`src/rtl/scroll_sequencer_pkg.sv`:
```
// Shared types and constants for the scrolling seven-segment display sequencer.
package scroll_pkg;

    typedef enum logic [1:0] {
        IDLE  = 2'd0,
        RUN   = 2'd1,
        PAUSE = 2'd2
    } state_t;

    localparam int MSG_DEPTH  = 16;
    localparam int NUM_DIGITS = 8;
    localparam int DIGIT_W    = 4;
    localparam int ADDR_W     = $clog2(MSG_DEPTH);
    localparam int IDX_W      = $clog2(NUM_DIGITS);

    localparam logic [NUM_DIGITS-1:0] ANODE_OFF = 8'hFF;

    // Active-low one-hot digit enable for a scan position.
    function automatic logic [NUM_DIGITS-1:0] anode_for(input logic [IDX_W-1:0] idx);
        logic [NUM_DIGITS-1:0] onehot;
        onehot      = '0;
        onehot[idx] = 1'b1;
        return ~onehot;
    endfunction

endpackage

```
`src/rtl/scroll_sequencer_tick_divider.sv`:
```
// Refresh-tick divider: free-running count 0..CLK_DIV-1, one-cycle tick on the
// last count. Runs in every controller state so the scan cadence never drifts.
module tick_divider #(
    parameter int CLK_DIV = 100000
) (
    input  logic CLK,
    input  logic rst,
    output logic tick
);
    localparam int CNT_W = (CLK_DIV > 1) ? $clog2(CLK_DIV) : 1;
    localparam logic [CNT_W-1:0] CNT_LAST = CNT_W'(CLK_DIV - 1);

    logic [CNT_W-1:0] cnt_q;

    // wrap to zero after the terminal count, otherwise count up
    always_ff @(posedge CLK or posedge rst) begin
        if (rst) begin
            cnt_q <= '0;
        end else if (cnt_q == CNT_LAST) begin
            cnt_q <= '0;
        end else begin
            cnt_q <= cnt_q + 1'b1;
        end
    end

    assign tick = (cnt_q == CNT_LAST);

endmodule

```
`src/rtl/scroll_sequencer.sv`:
```
// scroll_sequencer: message buffer, 8-digit multiplex scan and scroll-step
// control for the seven-segment display. Outputs drive the hex decode stage.
//
// state | meaning
// ------+---------------------------------------------------------------
// IDLE  | display blanked; base, scan index and step count held at 0
// RUN   | scan advances each tick; base steps every SHIFT_TICKS ticks
// PAUSE | scan advances each tick; step count and base frozen
module scroll_sequencer
    import scroll_pkg::*;
#(
    parameter int CLK_DIV     = 100000,
    parameter int SHIFT_TICKS = 256
) (
    input  logic                  CLK,
    input  logic                  rst,
    input  logic                  start,
    input  logic                  stop,
    input  logic                  hold,
    input  logic                  dir,
    input  logic                  wr_en,
    input  logic [ADDR_W-1:0]     wr_addr,
    input  logic [DIGIT_W-1:0]    wr_data,
    output logic [DIGIT_W-1:0]    digit_val,
    output logic [IDX_W-1:0]      digit_idx,
    output logic [NUM_DIGITS-1:0] anode,
    output logic                  shift_pulse,
    output logic [ADDR_W-1:0]     base,
    output logic [1:0]            state
);
    localparam int STEP_W = (SHIFT_TICKS > 1) ? $clog2(SHIFT_TICKS) : 1;
    localparam logic [STEP_W-1:0] STEP_LAST = STEP_W'(SHIFT_TICKS - 1);

    state_t                state_q, state_d;
    logic                  tick;
    logic [IDX_W-1:0]      idx_q, idx_d;
    logic [ADDR_W-1:0]     base_q, base_d;
    logic [ADDR_W-1:0]     slot;
    logic [STEP_W-1:0]     step_q, step_d;
    logic [NUM_DIGITS-1:0] anode_q, anode_d;
    logic [DIGIT_W-1:0]    val_q, val_d;
    logic                  pulse_q, pulse_d;
    logic [DIGIT_W-1:0]    msg_q [MSG_DEPTH];

    tick_divider #(
        .CLK_DIV (CLK_DIV)
    ) u_tick (
        .CLK  (CLK),
        .rst  (rst),
        .tick (tick)
    );

    // state register
    always_ff @(posedge CLK or posedge rst) begin
        if (rst) begin
            state_q <= IDLE;
        end else begin
            state_q <= state_d;
        end
    end

    // next state: stop outranks start, start outranks hold
    always_comb begin
        state_d = state_q;
        case (state_q)
            IDLE: begin
                if (start && !stop) begin
                    state_d = RUN;
                end
            end
            RUN: begin
                if (stop) begin
                    state_d = IDLE;
                end else if (hold) begin
                    state_d = PAUSE;
                end
            end
            PAUSE: begin
                if (stop) begin
                    state_d = IDLE;
                end else if (!hold) begin
                    state_d = RUN;
                end
            end
            default: state_d = IDLE;
        endcase
    end

    // next scan/window/display values; the read slot uses the post-edge index
    // and base so a tick and a step landing together show the new window at once
    always_comb begin
        idx_d   = idx_q;
        base_d  = base_q;
        step_d  = step_q;
        pulse_d = 1'b0;
        slot    = '0;
        anode_d = ANODE_OFF;
        val_d   = '0;
        case (state_q)
            RUN: begin
                if (tick) begin
                    idx_d = idx_q + 1'b1;
                    if (step_q == STEP_LAST) begin
                        step_d  = '0;
                        pulse_d = 1'b1;
                        base_d  = dir ? (base_q - 1'b1) : (base_q + 1'b1);
                    end else begin
                        step_d = step_q + 1'b1;
                    end
                end
            end
            PAUSE: begin
                if (tick) begin
                    idx_d = idx_q + 1'b1;
                end
            end
            default: begin
                idx_d  = '0;
                base_d = '0;
                step_d = '0;
            end
        endcase
        if (state_q != IDLE) begin
            slot    = base_d + ADDR_W'(idx_d);
            anode_d = anode_for(idx_d);
            // write-first: a same-edge write to the displayed slot is shown directly
            val_d   = (wr_en && (wr_addr == slot)) ? wr_data : msg_q[slot];
        end
    end

    // scan, window and display registers, updated together so anode and digit_val stay aligned
    always_ff @(posedge CLK or posedge rst) begin
        if (rst) begin
            idx_q   <= '0;
            base_q  <= '0;
            step_q  <= '0;
            anode_q <= ANODE_OFF;
            val_q   <= '0;
            pulse_q <= 1'b0;
        end else begin
            idx_q   <= idx_d;
            base_q  <= base_d;
            step_q  <= step_d;
            anode_q <= anode_d;
            val_q   <= val_d;
            pulse_q <= pulse_d;
        end
    end

    // message buffer: writable in every state, cleared only by reset
    always_ff @(posedge CLK or posedge rst) begin
        if (rst) begin
            for (int i = 0; i < MSG_DEPTH; i++) begin
                msg_q[i] <= '0;
            end
        end else if (wr_en) begin
            msg_q[wr_addr] <= wr_data;
        end
    end

    assign digit_val   = val_q;
    assign digit_idx   = idx_q;
    assign anode       = anode_q;
    assign shift_pulse = pulse_q;
    assign base        = base_q;
    assign state       = state_q;

endmodule

```
`config.mk`:
```
export PLATFORM = sky130hd
export DESIGN_NAME = scroll_sequencer
export DESIGN_NICKNAME = d
export VERILOG_FILES = /design/src/rtl/scroll_sequencer_pkg.sv /design/src/rtl/scroll_sequencer_tick_divider.sv /design/src/rtl/scroll_sequencer.sv
export SDC_FILE = /design/constraint.sdc
export NUM_CORES = 1
export LEC_CHECK = 0
export BUFFER_PORTS_ARGS = -buffer_cell sky130_fd_sc_hd__buf_2
export CORE_MARGIN = 2
export CORE_UTILIZATION = 25
export CTS_BUF_LIST = sky130_fd_sc_hd__clkbuf_8
export DETAILED_ROUTE_END_ITERATION = 7
export GPL_TIMING_DRIVEN = 0
export HOLD_SLACK_MARGIN = 0.15
export PLACE_DENSITY = 0.5
export SLEW_MARGIN = 5
export SYNTH_ARGS = -nofsm -noshare
export SYNTH_HDL_FRONTEND = slang
export SYNTH_HIERARCHICAL = 1
export SYNTH_SLANG_ARGS = --single-unit
```
`constraint.sdc`:
```
create_clock -name CLK -period 5.4 [get_ports CLK]
set_clock_uncertainty 0.1 [all_clocks]
set_input_delay 0.27 -clock CLK [delete_from_list [all_inputs] [get_ports CLK]]
set_output_delay 0.27 -clock CLK [all_outputs]
set_load 0.03 [all_outputs]
```
==> out/results.ini, run 1 <==
[outcome]
outcome = complete, no violations

[synthesis]
avgSynthCellArea_um2 = 12.8
synthesis.area_mm2 = 0.00544
syn_nets = 453
ys_types = 45
syn-instance-count = 424
synth-async-reset-ratio = 1.00
yosys_warnings = 6
synth-seq-cells = 111
ys_seq_area_frac = 0.513
synth_edf_count = 0
synth_ff_type = dfrtp_1

[route]
drt-total-wl_um = 11800
vias = 3449
dr_wl_met2_um = 5440
dr.pass1.iters = 5
antenna_left = 0
drt_first_iter_violations = 126
wl_met1_um = 5850
vias_per_cell = 4.58
drc = 0
dr_wl_met3_um = 364
highest_layer = met4
avgRoutedWirePerCell_um = 15.7

[final_layout]
design_area_mm2 = 0.00619
drive_above_1_share = 0.324
n_fill_cell = 2218
antennaDiodeCount = 0
layout.cells.non_filler = 753
nets = 502
layout_commonest_cell = dfrtp_1
final_cell_mix = dfrtp_1 (103), mux2_2 (64), buf_2 (40), nor2_1 (36), nand2_1 (23)
area_growth_pct = 13.8

[floorplan]
die_w_um = 152
die_h_um = 152
io_pins = 37
core_area_mm2 = 0.0212
num_rows = 53
start_util = 0.256
die-area_mm2 = 0.0230

[timing]
finalCritPeriodShare = 0.919
relSlewSlack = 0.543
worst_hold_slack_ns = 0.179
rsz0062_at_grt = no
fmax_mhz = 201
finalSetupViolCount = 0
slew_viol_final = 0
period_needed_ns = 4.96
hold_violations = 0
worst_pin_slew_ns = 0.685

[hold_path]
hold_start = wr_data[0]
hold_depth = 2
hold_end = msg_q[0]
hp-class = in -> reg

[place]
place_area_mm2 = 0.00599
placedCellCount = 736
port_buffers = 36
post-dp-hpwl_um = 8480
gp_congestion = 0.768

[grt]
grt.overflow.total = 0
grt_pass1_vias = 3567
grt_usage = 0.111
grt_first_pass_wirelength_um = 19400
grt_max_degree = 59
antenna_found_initial = 0

[clock_tree]
h-tree-depth = 3
cts_sinks = 111
clock_latency_ns = 0.39
root_buffer = clkbuf_8
clockBufferDepth = 2
tritoncts = done
numCtsBuffers = 9
clkSlewWorstSetupHoldPaths_ns = 0.10

[worst_setup_path]
critPathRequiredTime_ns = 5.55
path_max_fanout = 10
reg2reg_to = digit_val[2]
r2r_slack_ns = 0.44
startpoint_type = flip-flop
reg2reg_depth = 19
worstPathArrival_ns = 5.11
end_kind = flip-flop
reg2reg_from = u_tick/cnt_q[0]
worstSetupPathType = reg -> reg

[power_and_ir_drop]
power_density_mw_per_mm2 = 314
p_leak_nw = 2.71
peakVddDrop_mv = 0.125

[job]
maxCapViolCount = 0

-- registers in the layout, summed over array words and instances (netlist names) --
register	cells
step_q	8
shift_pulse	1
anode	8
state	2
u_tick/cnt_q	17
digit_val	4
digit_idx	3
msg_q	64
base	4
-- per-layer routing --
metal / global-route usage / vias to the layer above
li1: - / 1617
met1: 0.154 / 1776
met2: 0.176 / 44
met3: 0.0257 / 12
met4: 0.0292 / 0
met5: 0 / -
-- cell usage after synthesis, types with 4 or more instances --
library cell	n	area, um2
ha_1	12	150
mux4_2	16	360
nand3_1	11	55.1
mux2i_1	19	190
xor2_1	10	87.6
nor3_1	7	35.0
a21o_1	4	30.0
clkbuf_1	7	26.3
mux2_2	64	721
nor2_1	36	135
buf_2	4	20.0
xnor2_1	15	131
nand4_1	9	56.3
dfrtp_1	103	2580
and3_1	4	25.0
a21oi_1	6	30.0
nand2b_1	7	43.8
nand2_1	23	86.3
dfstp_2	8	210
o21ai_0	8	40.0
nor2b_1	8	50.1
inv_1	10	37.5
-- worst max-delay path, stage by stage, from the launching register on --
cell and delay [ns]:
dfrtp_1 0.39, ha_1 0.22, nand3_1 0.13, nor2_1 0.18, and4_1 0.20, buf_2 0.21, buf_2 0.23, inv_2 0.05
a21oi_1 0.34, nand2b_1 0.21, mux2i_1 0.19, nor2b_1 0.08, ha_1 0.21, fa_2 0.71, clkbuf_2 0.38, mux4_2 0.37
mux2i_1 0.27, mux2i_1 0.12, mux2i_1 0.16, nor2_1 0.06
-- per-stage QoR --
step / util / total power [W] / setup slack, ns / TNS [ns]
floorplan: - / 0.00135 / 1.16 / 0
global placement: 0.281 / 0.00148 / -0.0934 / -0.297
detailed placement: 0.282 / 0.00150 / -0.0953 / -0.282
CTS: 0.292 / 0.00197 / 0.126 / 0
global route: 0.292 / 0.00206 / 0.0678 / 0
finish: 0.292 / 0.00194 / 0.435 / 0
-- final cells by class --
cell class,instances,area (um2),area share
flip-flops and latches,111,2790,0.450
clock inverters,5,26.3,0.00424
plain buffers,10,43.8,0.00707
inverters,11,43.8,0.00707
repair buffers,39,228,0.0368
clock buffers,11,151,0.0245
well taps,275,344,0.0556
multi-input cells,291,2570,0.415
-- worst max-delay path by stage --
| stage | start | endpoint | slack, ns |
|---|---|---|---|
| 5_1_grt | u_tick/cnt_q[0] | digit_val[2] | 0.07 |
| 4_1_cts | u_tick/cnt_q[0] | digit_val[2] | 0.13 |
| 6_report | u_tick/cnt_q[0] | digit_val[2] | 0.44 |
| 3_3_place_gp | u_tick/cnt_q[0] | digit_val[2] | -0.09 |
| 2_1_floorplan | u_tick/cnt_q[0] | digit_val[0] | 1.16 |
| 3_5_place_dp | u_tick/cnt_q[0] | digit_val[2] | -0.1 |
-- power breakdown --
| group | internal, W | switching (W) |
|---|---|---|
| Combinational | 0.000199 | 0.000245 |
| Sequential | 0.000965 | 0.0000676 |
| Clock | 0.000189 | 0.000275 |
| Total | 0.00135 | 0.000588 |
-- cell families after synthesis --
group,count (synthesis),synth area share
AND/OR/NAND/NOR,123,0.121
flip-flops,111,0.513
multiplexers,100,0.236
AO/OA/AOI/OAI,28,0.0354
XOR/XNOR,26,0.0432
buffers and inverters,22,0.0161
adder cells (fa/ha/maj),14,0.0350
-- what timing repair did --
item                                    CTS  global route
resized for setup                         1             1
hold endpoints to repair                 55             0
endpoints found under the setup margin    4             4
setup buffers                             0             0
hold buffers                              2             0
Power figures use the tool's default switching activity.
==> inputs of run 2 (changes only) <==
--- a/config.mk
+++ b/config.mk
@@ -6,6 +6,7 @@
 export NUM_CORES = 1
 export LEC_CHECK = 0
 export BUFFER_PORTS_ARGS = -buffer_cell sky130_fd_sc_hd__buf_2
+export CAP_MARGIN = 20
 export CORE_MARGIN = 2
 export CORE_UTILIZATION = 25
 export CTS_BUF_LIST = sky130_fd_sc_hd__clkbuf_8
@@ -13,6 +14,7 @@
 export GPL_TIMING_DRIVEN = 0
 export HOLD_SLACK_MARGIN = 0.15
 export PLACE_DENSITY = 0.5
+export RECOVER_POWER = 25
 export SLEW_MARGIN = 5
 export SYNTH_ARGS = -nofsm -noshare
 export SYNTH_HDL_FRONTEND = slang
==> run 2 against run 1 <==
  * The run now ends with capacitance limit, slew limit left
  * Non-clock buffer count unchanged
  * Cell area barely moved
  * Clock-buffer cell count stayed put
  * Sequential cell count unchanged
  * Total power about the same
  * Largest cell class unchanged
  * First-iteration DRC count is the same
  * Die area did not move
  * Cell count unchanged
  * Hold slack barely moved
  * Sequential power barely moved
==> out/results.ini, run 2 (synthesis results as in run 1) <==
[final_layout]
antennaDiodeCount = 0  ; unchanged
drive_above_1_share = 0.318  ; was 0.324
layout_commonest_cell = dfrtp_1  ; unchanged
n_fill_cell = 2222  ; was 2218
final_util = 0.292  ; about the same
area_growth_pct = 13.7  ; was 13.8%
nets = 502  ; unchanged
largest_reg_flops = 64  ; unchanged
reg_top3 = msg_q: 64 flops, u_tick/cnt_q: 17 flops  ; unchanged
final_cell_mix = dfrtp_1 (103), mux2_2 (64), buf_2 (37), nor2_1 (36), nand2_1 (23)  ; was dfrtp_1 (103), mux2_2 (64), buf_2 (40), nor2_1 (36), nand2_1 (23)
regMostFlops = msg_q  ; unchanged

[worst_setup_path]
path_delay_family = adder cells  ; unchanged
critPathRequiredTime_ns = 5.55  ; about the same
reg2reg_depth = 19  ; unchanged
worstSetupPathType = reg -> reg  ; unchanged
path_max_fanout = 10  ; unchanged
cp.depth = 19  ; unchanged
max_stage_delay_ns = 0.71  ; about the same
cp_slowest_cell = fa_2  ; unchanged
startpoint = u_tick/cnt_q[0]  ; unchanged
end_kind = flip-flop  ; unchanged
startpoint_type = flip-flop  ; unchanged
reg2reg_from = u_tick/cnt_q[0]  ; unchanged
path_cells = ha_1 -> nand3_1 -> nor2_1 -> and4_1 -> buf_2 -> buf_2 -> inv_2 -> a21oi_1 -> nand2b_1 -> mux2i_1 -> nor2b_1 -> ha_1 -> fa_2 -> clkbuf_2 -> mux4_2 -> mux2i_1 -> mux2i_1 -> mux2i_1 -> nor2_1  ; unchanged
r2r_slack_ns = 0.43  ; was 0.44 ns
worstPathArrival_ns = 5.12  ; was 5.11 ns
path_common_cell = mux2i_1  ; unchanged
reg2reg_to = digit_val[2]  ; unchanged
worst-path-buf-inv = 4  ; unchanged
cp-endpoint = digit_val[2]  ; unchanged

[floorplan]
core_area_mm2 = 0.0212  ; unchanged
num_rows = 53  ; unchanged
die_h_um = 152  ; unchanged
die_w_um = 152  ; unchanged
io_pins = 37  ; unchanged
start_util = 0.256  ; unchanged
die-area_mm2 = 0.0230  ; unchanged

[clock_tree]
cts_sinks = 111  ; unchanged
clock_latency_ns = 0.39  ; about the same
tritoncts = done  ; unchanged
cts_setup_buffers = 0  ; unchanged
root_buffer = clkbuf_8  ; unchanged
clkSlewWorstSetupHoldPaths_ns = 0.10  ; about the same
h-tree-depth = 3  ; unchanged
numCtsBuffers = 9  ; unchanged
clockBufferDepth = 2  ; unchanged

[route]
drc = 0  ; unchanged
avgRoutedWirePerCell_um = 15.7  ; about the same
vias_per_cell = 4.59  ; was 4.58
drt-total-wl_um = 11800  ; about the same
drt_first_iter_violations = 126  ; unchanged
dr.pass1.iters = 4  ; was 5
vias = 3453  ; was 3449
antenna_left = 0  ; unchanged

[grt]
grt_max_degree = 59  ; unchanged
grt_first_pass_wirelength_um = 19400  ; unchanged
grt_usage = 0.111  ; unchanged
antenna_found_initial = 0  ; unchanged
grt.overflow.total = 0  ; unchanged
grt_pass1_vias = 3567  ; unchanged

[place]
port_buffers = 36  ; unchanged
gp_congestion = 0.768  ; unchanged
post-dp-hpwl_um = 8480  ; unchanged

[outcome]
violations = capacitance limit, slew limit
outcome = finished, violations left  ; was complete, no violations

[timing]
worst_pin_slew_ns = 1.71  ; was 0.685 ns
relSlewSlack = -0.150  ; was 0.543
rsz0062_at_grt = no  ; unchanged
fmax_mhz = 201  ; about the same
slew_viol_final = 37  ; was 0
worst_hold_slack_ns = 0.179  ; about the same
period_needed_ns = 4.97  ; was 4.96 ns
finalCritPeriodShare = 0.921  ; was 0.919
hold_violations = 0  ; unchanged
finalSetupViolCount = 0  ; unchanged

[job]
maxCapViolCount = 1  ; was 0

[power_and_ir_drop]
peakVddDrop_mv = 0.125  ; about the same
p_leak_nw = 2.70  ; was 2.71 nW
power_density_mw_per_mm2 = 314  ; about the same

[hold_path]
hold_depth = 2  ; unchanged
hp-class = in -> reg  ; unchanged

[run 2: changes by cell type in the layout (fill, tap and decap cells not counted)]
cell	change
clkinvlp_2	+1
inv_4	-1
clkbuf_1	+3
buf_2	-3
[run 2: how the worst min path moves through the flow]
| stage | start | to | slack [ns] |
|---|---|---|---|
| 2_1_floorplan | rst | u_tick/cnt_q[0] | 0.1 |
| 3_3_place_gp | rst | u_tick/cnt_q[5] | 0.30 |
| 3_5_place_dp | rst | msg_q[62] | 0.25 |
| 4_1_cts | wr_data[0] | msg_q[0] | 0.16 |
| 5_1_grt | wr_data[0] | msg_q[0] | 0.16 |
| 6_report | wr_data[0] | msg_q[0] | 0.18 |
[run 2: worst register-to-register path: cells and delay by family, from the launching register on]
kind / cells / cell delay (ns)
flip-flops: 1 / 0.39
AO/OA/AOI/OAI: 1 / 0.34
multiplexers: 5 / 1.12
buffers and inverters: 4 / 0.88
adder cells (fa/ha/maj): 3 / 1.14
AND/OR/NAND/NOR: 6 / 0.86
[run 2: power breakdown]
group / internal (W) / switching [W] / leakage (nW) / total, W
logic: 0.000198 / 0.000245 / 1.20 / 0.000443
registers: 0.000965 / 0.0000676 / 1.39 / 0.00103
clock network: 0.000190 / 0.000275 / 0.102 / 0.000464
total: 0.00135 / 0.000588 / 2.70 / 0.00194
[run 2: layer usage]
layer | vias to the layer above | global-route usage | part of all wire
li1 | 1616 | - | -
met1 | 1777 | 0.154 | 0.50
met2 | 48 | 0.176 | 0.46
met3 | 12 | 0.0257 | 0.031
met4 | 0 | 0.0292 | 0.011
met5 | - | 0 | 0
[run 2: area by class of cell]
cell class	instances	area, um2	share of cell area
flip-flops and latches	111	2790	0.451
multi-input cells	291	2570	0.415
well taps	275	344	0.0556
repair buffers	39	224	0.0362
clock buffers	11	151	0.0245
plain buffers	10	43.8	0.00708
inverters	11	42.5	0.00688
clock inverters	5	26.3	0.00425
[run 2: stage by stage]
step	setup slack (ns)	setup TNS, ns	power [W]	instances	area (um2)
2_1_floorplan	1.16	0	0.00135	424	5440
3_3_place_gp	-0.0934	-0.297	0.00148	735	5960
3_5_place_dp	-0.0953	-0.282	0.00150	736	5990
4_1_cts	0.126	0	0.00197	754	6190
5_1_grt	0.0678	0	0.00206	753	6190
6_report	0.425	0	0.00194	753	6190
[run 2: repair_timing]
item | in CTS | in global routing
hold endpoints to repair | 55 | 0
resized for setup | 1 | 1
hold buffers | 2 | 0
setup endpoints to repair | 4 | 4
